[src/rtl/encoder_head_pkg.sv]
// Shared constants, FSM state type, head tables and saturation helper
// for the encoder sequence pooling head.
package encoder_head_pkg;

    localparam int SEQ_LEN = 30;
    localparam int DW      = 16;
    localparam int ACC_W   = 21;

    localparam logic [DW-1:0]        RECIP    = 16'd2185;
    localparam logic signed [DW:0]   RECIP_S  = {1'b0, RECIP};
    localparam logic [4:0]           LAST_CNT = 5'(SEQ_LEN - 1);

    typedef enum logic [2:0] {
        IDLE,
        ACCUM,
        MEAN,
        SCALE,
        BIAS,
        OUT,
        DONE
    } state_e;

    // Entries 2..7 come from the training export; Q8.8 signed.
    localparam logic signed [DW-1:0] HEAD_W [0:7] = '{
        16'sh0100, 16'sh0200, 16'sh0080, 16'shFF00,
        16'sh0180, 16'sh0040, 16'shFE00, 16'sh0300
    };

    localparam logic signed [DW-1:0] HEAD_B [0:7] = '{
        16'sh0000, 16'sh0080, 16'sh0010, 16'sh0040,
        16'shFF80, 16'sh0000, 16'sh0100, 16'shFFF0
    };

    function automatic logic signed [DW-1:0] sat16(input logic signed [47:0] v);
        if (v > 48'sd32767) begin
            return 16'sh7FFF;
        end else if (v < -48'sd32768) begin
            return 16'sh8000;
        end else begin
            return v[DW-1:0];
        end
    endfunction

endpackage

[src/rtl/sat_mul_shift.sv]
// Signed multiply, round half up, arithmetic right shift by SHIFT,
// then saturate to a signed 16-bit result.
module sat_mul_shift
    import encoder_head_pkg::*;
#(
    parameter int AW    = 16,
    parameter int BW    = 16,
    parameter int SHIFT = 8
) (
    input  logic signed [AW-1:0] a_i,
    input  logic signed [BW-1:0] b_i,
    output logic signed [DW-1:0] y_o
);

    localparam int PW = AW + BW;
    localparam logic signed [PW-1:0] HALF = {{(PW-1){1'b0}}, 1'b1} << (SHIFT - 1);

    logic signed [PW-1:0] a_ext;
    logic signed [PW-1:0] b_ext;
    logic signed [PW-1:0] prod;
    logic signed [PW-1:0] rounded;
    logic signed [PW-1:0] shifted;

    // Both operands are widened to the full product width so the multiply is exact.
    assign a_ext   = {{BW{a_i[AW-1]}}, a_i};
    assign b_ext   = {{AW{b_i[BW-1]}}, b_i};
    assign prod    = a_ext * b_ext;
    assign rounded = prod + HALF;
    assign shifted = rounded >>> SHIFT;
    assign y_o     = sat16({{(48-PW){shifted[PW-1]}}, shifted});

endmodule

[src/rtl/encoder_seq_pool_head.sv]
// Temporal mean of SEQ_LEN encoder samples followed by a per-block affine
// output head; one registered result per frame.
module encoder_seq_pool_head
    import encoder_head_pkg::*;
(
    input  logic          clk,
    input  logic          rst_n,
    input  logic [DW-1:0] data_in,
    input  logic          data_in_valid,
    input  logic [2:0]    block_sel,
    output logic [DW-1:0] data_out,
    output logic          data_out_valid,
    output logic          done,
    output logic          overrun
);

    state_e                   state_q;
    logic signed [ACC_W-1:0]  acc_q;
    logic [4:0]               cnt_q;
    logic [2:0]               sel_q;
    logic signed [DW-1:0]     mean_q;
    logic signed [DW-1:0]     prod_q;
    logic signed [DW-1:0]     res_q;
    logic [DW-1:0]            data_out_q;
    logic                     valid_q;
    logic                     done_q;
    logic                     overrun_q;

    logic signed [ACC_W-1:0]  sample_ext;
    logic signed [DW-1:0]     mean_d;
    logic signed [DW-1:0]     prod_d;
    logic signed [DW-1:0]     res_d;
    logic signed [DW:0]       bias_sum;
    logic signed [DW-1:0]     bias_sel;

    assign sample_ext = {{(ACC_W-DW){data_in[DW-1]}}, data_in};

    sat_mul_shift #(
        .AW   (ACC_W),
        .BW   (DW + 1),
        .SHIFT(16)
    ) u_mean (
        .a_i(acc_q),
        .b_i(RECIP_S),
        .y_o(mean_d)
    );

    sat_mul_shift #(
        .AW   (DW),
        .BW   (DW),
        .SHIFT(8)
    ) u_scale (
        .a_i(mean_q),
        .b_i(HEAD_W[sel_q]),
        .y_o(prod_d)
    );

    // One guard bit is enough: the sum of two Q8.8 values fits in 17 bits.
    assign bias_sel = HEAD_B[sel_q];
    assign bias_sum = {prod_q[DW-1], prod_q} + {bias_sel[DW-1], bias_sel};
    assign res_d    = sat16({{(48-DW-1){bias_sum[DW]}}, bias_sum});

    always_ff @(posedge clk or negedge rst_n) begin
        if (!rst_n) begin
            state_q    <= IDLE;
            acc_q      <= '0;
            cnt_q      <= '0;
            sel_q      <= '0;
            mean_q     <= '0;
            prod_q     <= '0;
            res_q      <= '0;
            data_out_q <= '0;
            valid_q    <= 1'b0;
            done_q     <= 1'b0;
            overrun_q  <= 1'b0;
        end else begin
            valid_q <= 1'b0;
            case (state_q)
                IDLE, DONE: begin
                    if (data_in_valid) begin
                        acc_q   <= sample_ext;
                        cnt_q   <= 5'd1;
                        sel_q   <= block_sel;
                        done_q  <= 1'b0;
                        state_q <= ACCUM;
                    end
                end
                ACCUM: begin
                    if (data_in_valid) begin
                        acc_q <= acc_q + sample_ext;
                        cnt_q <= cnt_q + 5'd1;
                        if (cnt_q == LAST_CNT) begin
                            state_q <= MEAN;
                        end
                    end
                end
                MEAN: begin
                    if (data_in_valid) overrun_q <= 1'b1;
                    mean_q  <= mean_d;
                    state_q <= SCALE;
                end
                SCALE: begin
                    if (data_in_valid) overrun_q <= 1'b1;
                    prod_q  <= prod_d;
                    state_q <= BIAS;
                end
                BIAS: begin
                    if (data_in_valid) overrun_q <= 1'b1;
                    res_q   <= res_d;
                    state_q <= OUT;
                end
                OUT: begin
                    if (data_in_valid) overrun_q <= 1'b1;
                    data_out_q <= res_q;
                    valid_q    <= 1'b1;
                    done_q     <= 1'b1;
                    state_q    <= DONE;
                end
                default: state_q <= IDLE;
            endcase
        end
    end

    assign data_out       = data_out_q;
    assign data_out_valid = valid_q;
    assign done           = done_q;
    assign overrun        = overrun_q;

endmodule

[config.mk]
export PLATFORM = sky130hd
export DESIGN_NAME = encoder_seq_pool_head
export DESIGN_NICKNAME = d
export VERILOG_FILES = /design/src/rtl/encoder_head_pkg.sv /design/src/rtl/sat_mul_shift.sv /design/src/rtl/encoder_seq_pool_head.sv
export SDC_FILE = /design/constraint.sdc
export NUM_CORES = 1
export LEC_CHECK = 0
export BUFFER_PORTS_ARGS = -buffer_cell sky130_fd_sc_hd__buf_2
export CORE_MARGIN = 2
export CORE_UTILIZATION = 60
export CTS_CLUSTER_SIZE = 25
export DETAILED_ROUTE_END_ITERATION = 12
export GPL_TIMING_DRIVEN = 0
export PLACE_DENSITY = 0.77
export SLEW_MARGIN = 20
export SYNTH_ARGS = -nofsm -noshare
export SYNTH_HDL_FRONTEND = slang
export SYNTH_SLANG_ARGS = --single-unit
[constraint.sdc]
create_clock -name clk -period 13.95 [get_ports clk]
set_input_delay 0.6975 -clock clk [delete_from_list [all_inputs] [get_ports clk]]
set_output_delay 0.6975 -clock clk [all_outputs]
set_load 0.01 [all_outputs]
==> impl_metrics.xml <==
<?xml version="1.0" encoding="UTF-8"?>
<metrics>
  <group name="outcome">
    <metric name="run_status" unit="">completed</metric>
  </group>
  <group name="clocking">
    <metric name="cts.hold.buffers_added" unit="">0</metric>
    <metric name="clock_insertion_delay_worst_skew" unit="ns">0.38</metric>
    <metric name="max-clock-path-buffers" unit="">2</metric>
    <metric name="clock-root-buffer" unit="">sky130_fd_sc_hd__clkbuf_16</metric>
    <metric name="h_tree_depth" unit="">3</metric>
    <metric name="clock_sinks" unit="">99</metric>
    <metric name="tritoncts_clock_tree" unit="">done</metric>
    <metric name="postCtsSetupBuffers" unit="">0</metric>
    <metric name="clk_pin_slew" unit="ns">0.09</metric>
    <metric name="cts-resized-gates" unit="">0</metric>
    <metric name="cts_made_buffers" unit="">9</metric>
  </group>
  <group name="logic_synthesis">
    <metric name="synth-seq-cells" unit="">99</metric>
    <metric name="synth_enable_flop_cells" unit="">0</metric>
    <metric name="sequential_share_of_the_synthesized_area" unit="">0.1672</metric>
    <metric name="total_nets_after_synthesis" unit="">1989</metric>
    <metric name="area_share_of_the_largest_cell_type_after_synthesis" unit="">0.2297</metric>
    <metric name="netlist_instances" unit="">1539</metric>
    <metric name="synth_top_cells_by_area" unit="">sky130_fd_sc_hd__fa_1 23%, sky130_fd_sc_hd__ha_1 22%, sky130_fd_sc_hd__dfrtp_1 17%</metric>
    <metric name="post-synth-top-area-cell" unit="">sky130_fd_sc_hd__fa_1</metric>
    <metric name="postSynth.asyncResetShare" unit="">1.000</metric>
    <metric name="yosys_warnings" unit="">0</metric>
    <metric name="most_used_flip_flop_cell_after_synthesis" unit="">sky130_fd_sc_hd__dfrtp_1</metric>
    <metric name="synth_area" unit="mm2">0.01482</metric>
    <metric name="synth.distinct_cells" unit="">82</metric>
    <metric name="syn-mean-instance-area" unit="um2">9.628</metric>
  </group>
  <group name="sta">
    <metric name="setup_viol" unit="">0</metric>
    <metric name="slew_violations" unit="">0</metric>
    <metric name="timing_worst_slew_pin_value" unit="ns">0.8353</metric>
    <metric name="max-slew-margin-rel" unit="">0.4385</metric>
    <metric name="total_neg_setup_slack" unit="ns">0</metric>
    <metric name="period_minus_slack" unit="ns">8.112</metric>
    <metric name="hold_violations" unit="">0</metric>
    <metric name="clock-skew-final" unit="ns">0.01263</metric>
    <metric name="unrepaired_setup_endpoints_after_global_routing" unit="">no</metric>
    <metric name="achievable-frequency" unit="MHz">123.3</metric>
    <metric name="period_share" unit="">0.5815</metric>
  </group>
  <group name="route">
    <metric name="drt-initial-drc-count" unit="">611</metric>
    <metric name="postRouteAntennaNets" unit="">0</metric>
    <metric name="detailed_route_via_count" unit="">11097</metric>
    <metric name="dr.pass1.iters" unit="">6</metric>
    <metric name="detail_route.drc_violations" unit="">0</metric>
    <metric name="ratio_of_routed_vias_to_standard_cells" unit="">5.783</metric>
    <metric name="routed_wire_length_per_instance" unit="um">16.33</metric>
    <metric name="drt-total-wl" unit="um">31340</metric>
  </group>
  <group name="floorplan">
    <metric name="design.core.area" unit="mm2">0.02425</metric>
    <metric name="die_w" unit="um">161.2</metric>
    <metric name="floorplan.die_area" unit="mm2">0.02597</metric>
    <metric name="io_pins" unit="">41</metric>
    <metric name="floorplan.rows" unit="">57</metric>
    <metric name="floorplan.initialDensity" unit="">0.6111</metric>
    <metric name="die_height" unit="um">161.2</metric>
  </group>
  <group name="hold_path">
    <metric name="hold_class" unit="">primary input to asynchronous set/reset pin</metric>
  </group>
  <group name="cells_and_area">
    <metric name="syn2layout_area_growth" unit="%">6.434</metric>
    <metric name="post_route_cells_drive_above_1_share" unit="">0.07022</metric>
    <metric name="fill_cell_total_of_the_finished_layout" unit="">1910</metric>
    <metric name="sequential_cell_area" unit="mm2">0.002477</metric>
    <metric name="multi_input_comb_area" unit="mm2">0.01123</metric>
    <metric name="number_of_nets_at_the_end_of_the_flow" unit="">2040</metric>
    <metric name="diodes" unit="">0</metric>
  </group>
  <group name="critical_path">
    <metric name="worst-endpoint-arrival" unit="ns">8.35</metric>
    <metric name="crit_path_max_fanout" unit="">10</metric>
    <metric name="regToRegStartpoint" unit="">sel_q[0]</metric>
    <metric name="startpoint" unit="">sel_q[0]</metric>
    <metric name="worstPathRequired" unit="ns">14.19</metric>
    <metric name="cp-start-kind" unit="">flip-flop</metric>
    <metric name="critPathCaptureType" unit="">flip-flop</metric>
    <metric name="critical_path_start_end_classification" unit="">flip-flop to flip-flop</metric>
    <metric name="regToRegSetupSlack" unit="ns">5.84</metric>
  </group>
  <group name="flow_run">
    <metric name="max-cap-violations" unit="">0</metric>
  </group>
  <group name="placed_design">
    <metric name="placement.io_buffers" unit="">39</metric>
    <metric name="gp_congestion" unit="">0.8896</metric>
    <metric name="dpl.hpwl" unit="um">26220</metric>
  </group>
  <group name="global_routing">
    <metric name="grt.overflow.total" unit="">0</metric>
    <metric name="grt_max_degree" unit="">58</metric>
    <metric name="global_route.usage.total" unit="">0.2526</metric>
    <metric name="grt_antenna_before_repair" unit="">0</metric>
    <metric name="wire_length_of_the_first_global_routing_pass" unit="um">53100</metric>
    <metric name="vias_in_the_first_global_route" unit="">11432</metric>
  </group>
</metrics>
-- logic make-up (layout without fill, tap and decap cells) --
group	after synthesis	count (layout)	share of synthesized area
adders and majority gates	428	428	0.4475
AOI/OAI and AO/OA	278	278	0.1335
muxes	22	22	0.01731
DFF	99	99	0.1672
and+or+nand+nor	353	353	0.1142
xor gates and xnor gates	73	73	0.04517
buffers and inverters	286	342	0.07506
-- final timing paths --
kind                                     end  cells past startpoint
min in group clk                   res_q[11]                      2
worst min register to register     res_q[11]                      2
worst max-delay path               prod_q[6]                     24
worst min-delay path            data_out[13]                      1
worst max register to register     prod_q[6]                     24
max in group asynchronous          acc_q[17]                      2
-- area by class of cell --
type	instances	area share
clock inverter	7	0.005633
tap	324	0.02570
multi-input combinational	1154	0.7123
sequential	99	0.1571
timing repair buffer	40	0.01452
clock buffer	9	0.01428
inverter	243	0.05799
buffer	43	0.01253
-- routing by layer --
layer	vias to the layer above	routed length (um)	GRT usage
met2	271	15930	0.4536
met4	0	701	0.08401
met1	5482	13460	0.3185
met5	-	0	0
li1	5294	-	-
met3	50	1254	0.02851
-- Yosys cell counts (19+ instances only) --
cell,number
sky130_fd_sc_hd__nor2_1,97
sky130_fd_sc_hd__ha_1,258
sky130_fd_sc_hd__mux2_2,19
sky130_fd_sc_hd__a21oi_1,61
sky130_fd_sc_hd__dfrtp_1,99
sky130_fd_sc_hd__xor2_1,31
sky130_fd_sc_hd__and3_1,28
sky130_fd_sc_hd__xnor2_1,39
sky130_fd_sc_hd__fa_1,170
sky130_fd_sc_hd__nand2b_1,28
sky130_fd_sc_hd__inv_1,242
sky130_fd_sc_hd__o21ai_0,61
sky130_fd_sc_hd__nand2_1,113
sky130_fd_sc_hd__a21o_1,34
sky130_fd_sc_hd__clkbuf_1,34
-- sequential cells by signal, indices dropped and copies added (netlist names) --
| name | count |
|---|---|
| acc_q | 21 |
| cnt_q | 5 |
| data_out | 16 |
| data_out_valid | 1 |
| done | 1 |
| mean_q | 16 |
| overrun | 1 |
| prod_q | 16 |
| res_q | 16 |
| sel_q | 3 |
| state_q | 3 |
-- cell usage in the layout (no fill, tap or decap), types with 6 or more instances in the layout --
cell	n
sky130_fd_sc_hd__ha_1	258
sky130_fd_sc_hd__inv_1	242
sky130_fd_sc_hd__fa_1	170
sky130_fd_sc_hd__nand2_1	113
sky130_fd_sc_hd__dfrtp_1	99
sky130_fd_sc_hd__nor2_1	97
sky130_fd_sc_hd__a21oi_1	61
sky130_fd_sc_hd__o21ai_0	61
sky130_fd_sc_hd__xnor2_1	39
sky130_fd_sc_hd__buf_2	38
sky130_fd_sc_hd__clkbuf_1	34
sky130_fd_sc_hd__a21o_1	34
sky130_fd_sc_hd__xor2_1	31
sky130_fd_sc_hd__and3_1	28
sky130_fd_sc_hd__nand2b_1	28
sky130_fd_sc_hd__mux2_2	19
sky130_fd_sc_hd__a221o_1	18
sky130_fd_sc_hd__nand3_1	16
sky130_fd_sc_hd__o32ai_1	16
sky130_fd_sc_hd__and2_1	14
sky130_fd_sc_hd__nor2b_1	12
sky130_fd_sc_hd__nor3_1	10
sky130_fd_sc_hd__o21ai_1	9
sky130_fd_sc_hd__o21a_1	9
sky130_fd_sc_hd__a31oi_1	9
sky130_fd_sc_hd__clkbuf_16	9
sky130_fd_sc_hd__nand4_1	8
sky130_fd_sc_hd__or3_1	7
sky130_fd_sc_hd__o211ai_1	7
sky130_fd_sc_hd__a211oi_1	6
-- per-stage QoR --
step	instance area [um2]	setup WS [ns]	cells	hold WS, ns	util
CTS	15770	5.837	1919	0.2559	0.6502
finish	15770	5.838	1919	0.2448	0.6504
global route	15770	5.345	1919	0.2738	0.6504
global placement	15420	5.933	1902	0.4394	0.6359
floorplan	14820	6.978	1539	0.4019	-
detailed placement	15450	5.898	1903	0.4644	0.6373
-- critical path, cell delays in order (launching register included) --
cell                       delay (ns)
sky130_fd_sc_hd__dfrtp_1         0.42
sky130_fd_sc_hd__inv_1           0.12
sky130_fd_sc_hd__ha_1            0.22
sky130_fd_sc_hd__mux2i_4         0.14
sky130_fd_sc_hd__inv_4           0.13
sky130_fd_sc_hd__clkbuf_1        0.44
sky130_fd_sc_hd__nand2_1         0.34
sky130_fd_sc_hd__fa_1            0.62
sky130_fd_sc_hd__inv_1           0.06
sky130_fd_sc_hd__fa_1            0.47
sky130_fd_sc_hd__fa_1            0.52
sky130_fd_sc_hd__fa_1            0.52
sky130_fd_sc_hd__fa_1            0.50
sky130_fd_sc_hd__ha_1            0.31
sky130_fd_sc_hd__ha_1            0.37
sky130_fd_sc_hd__and3_1          0.27
sky130_fd_sc_hd__o211ai_1        0.12
sky130_fd_sc_hd__o211a_1         0.29
sky130_fd_sc_hd__o21ai_0         0.52
sky130_fd_sc_hd__nor2_1          0.11
sky130_fd_sc_hd__a211oi_1        0.30
sky130_fd_sc_hd__nand2_1         0.12
sky130_fd_sc_hd__nor4_2          0.64
sky130_fd_sc_hd__buf_4           0.30
sky130_fd_sc_hd__o32ai_1         0.09
Power is left out: the tool's default activity adds up to more than one toggle a clock period on the data nets, which glitch-free logic cannot reach.
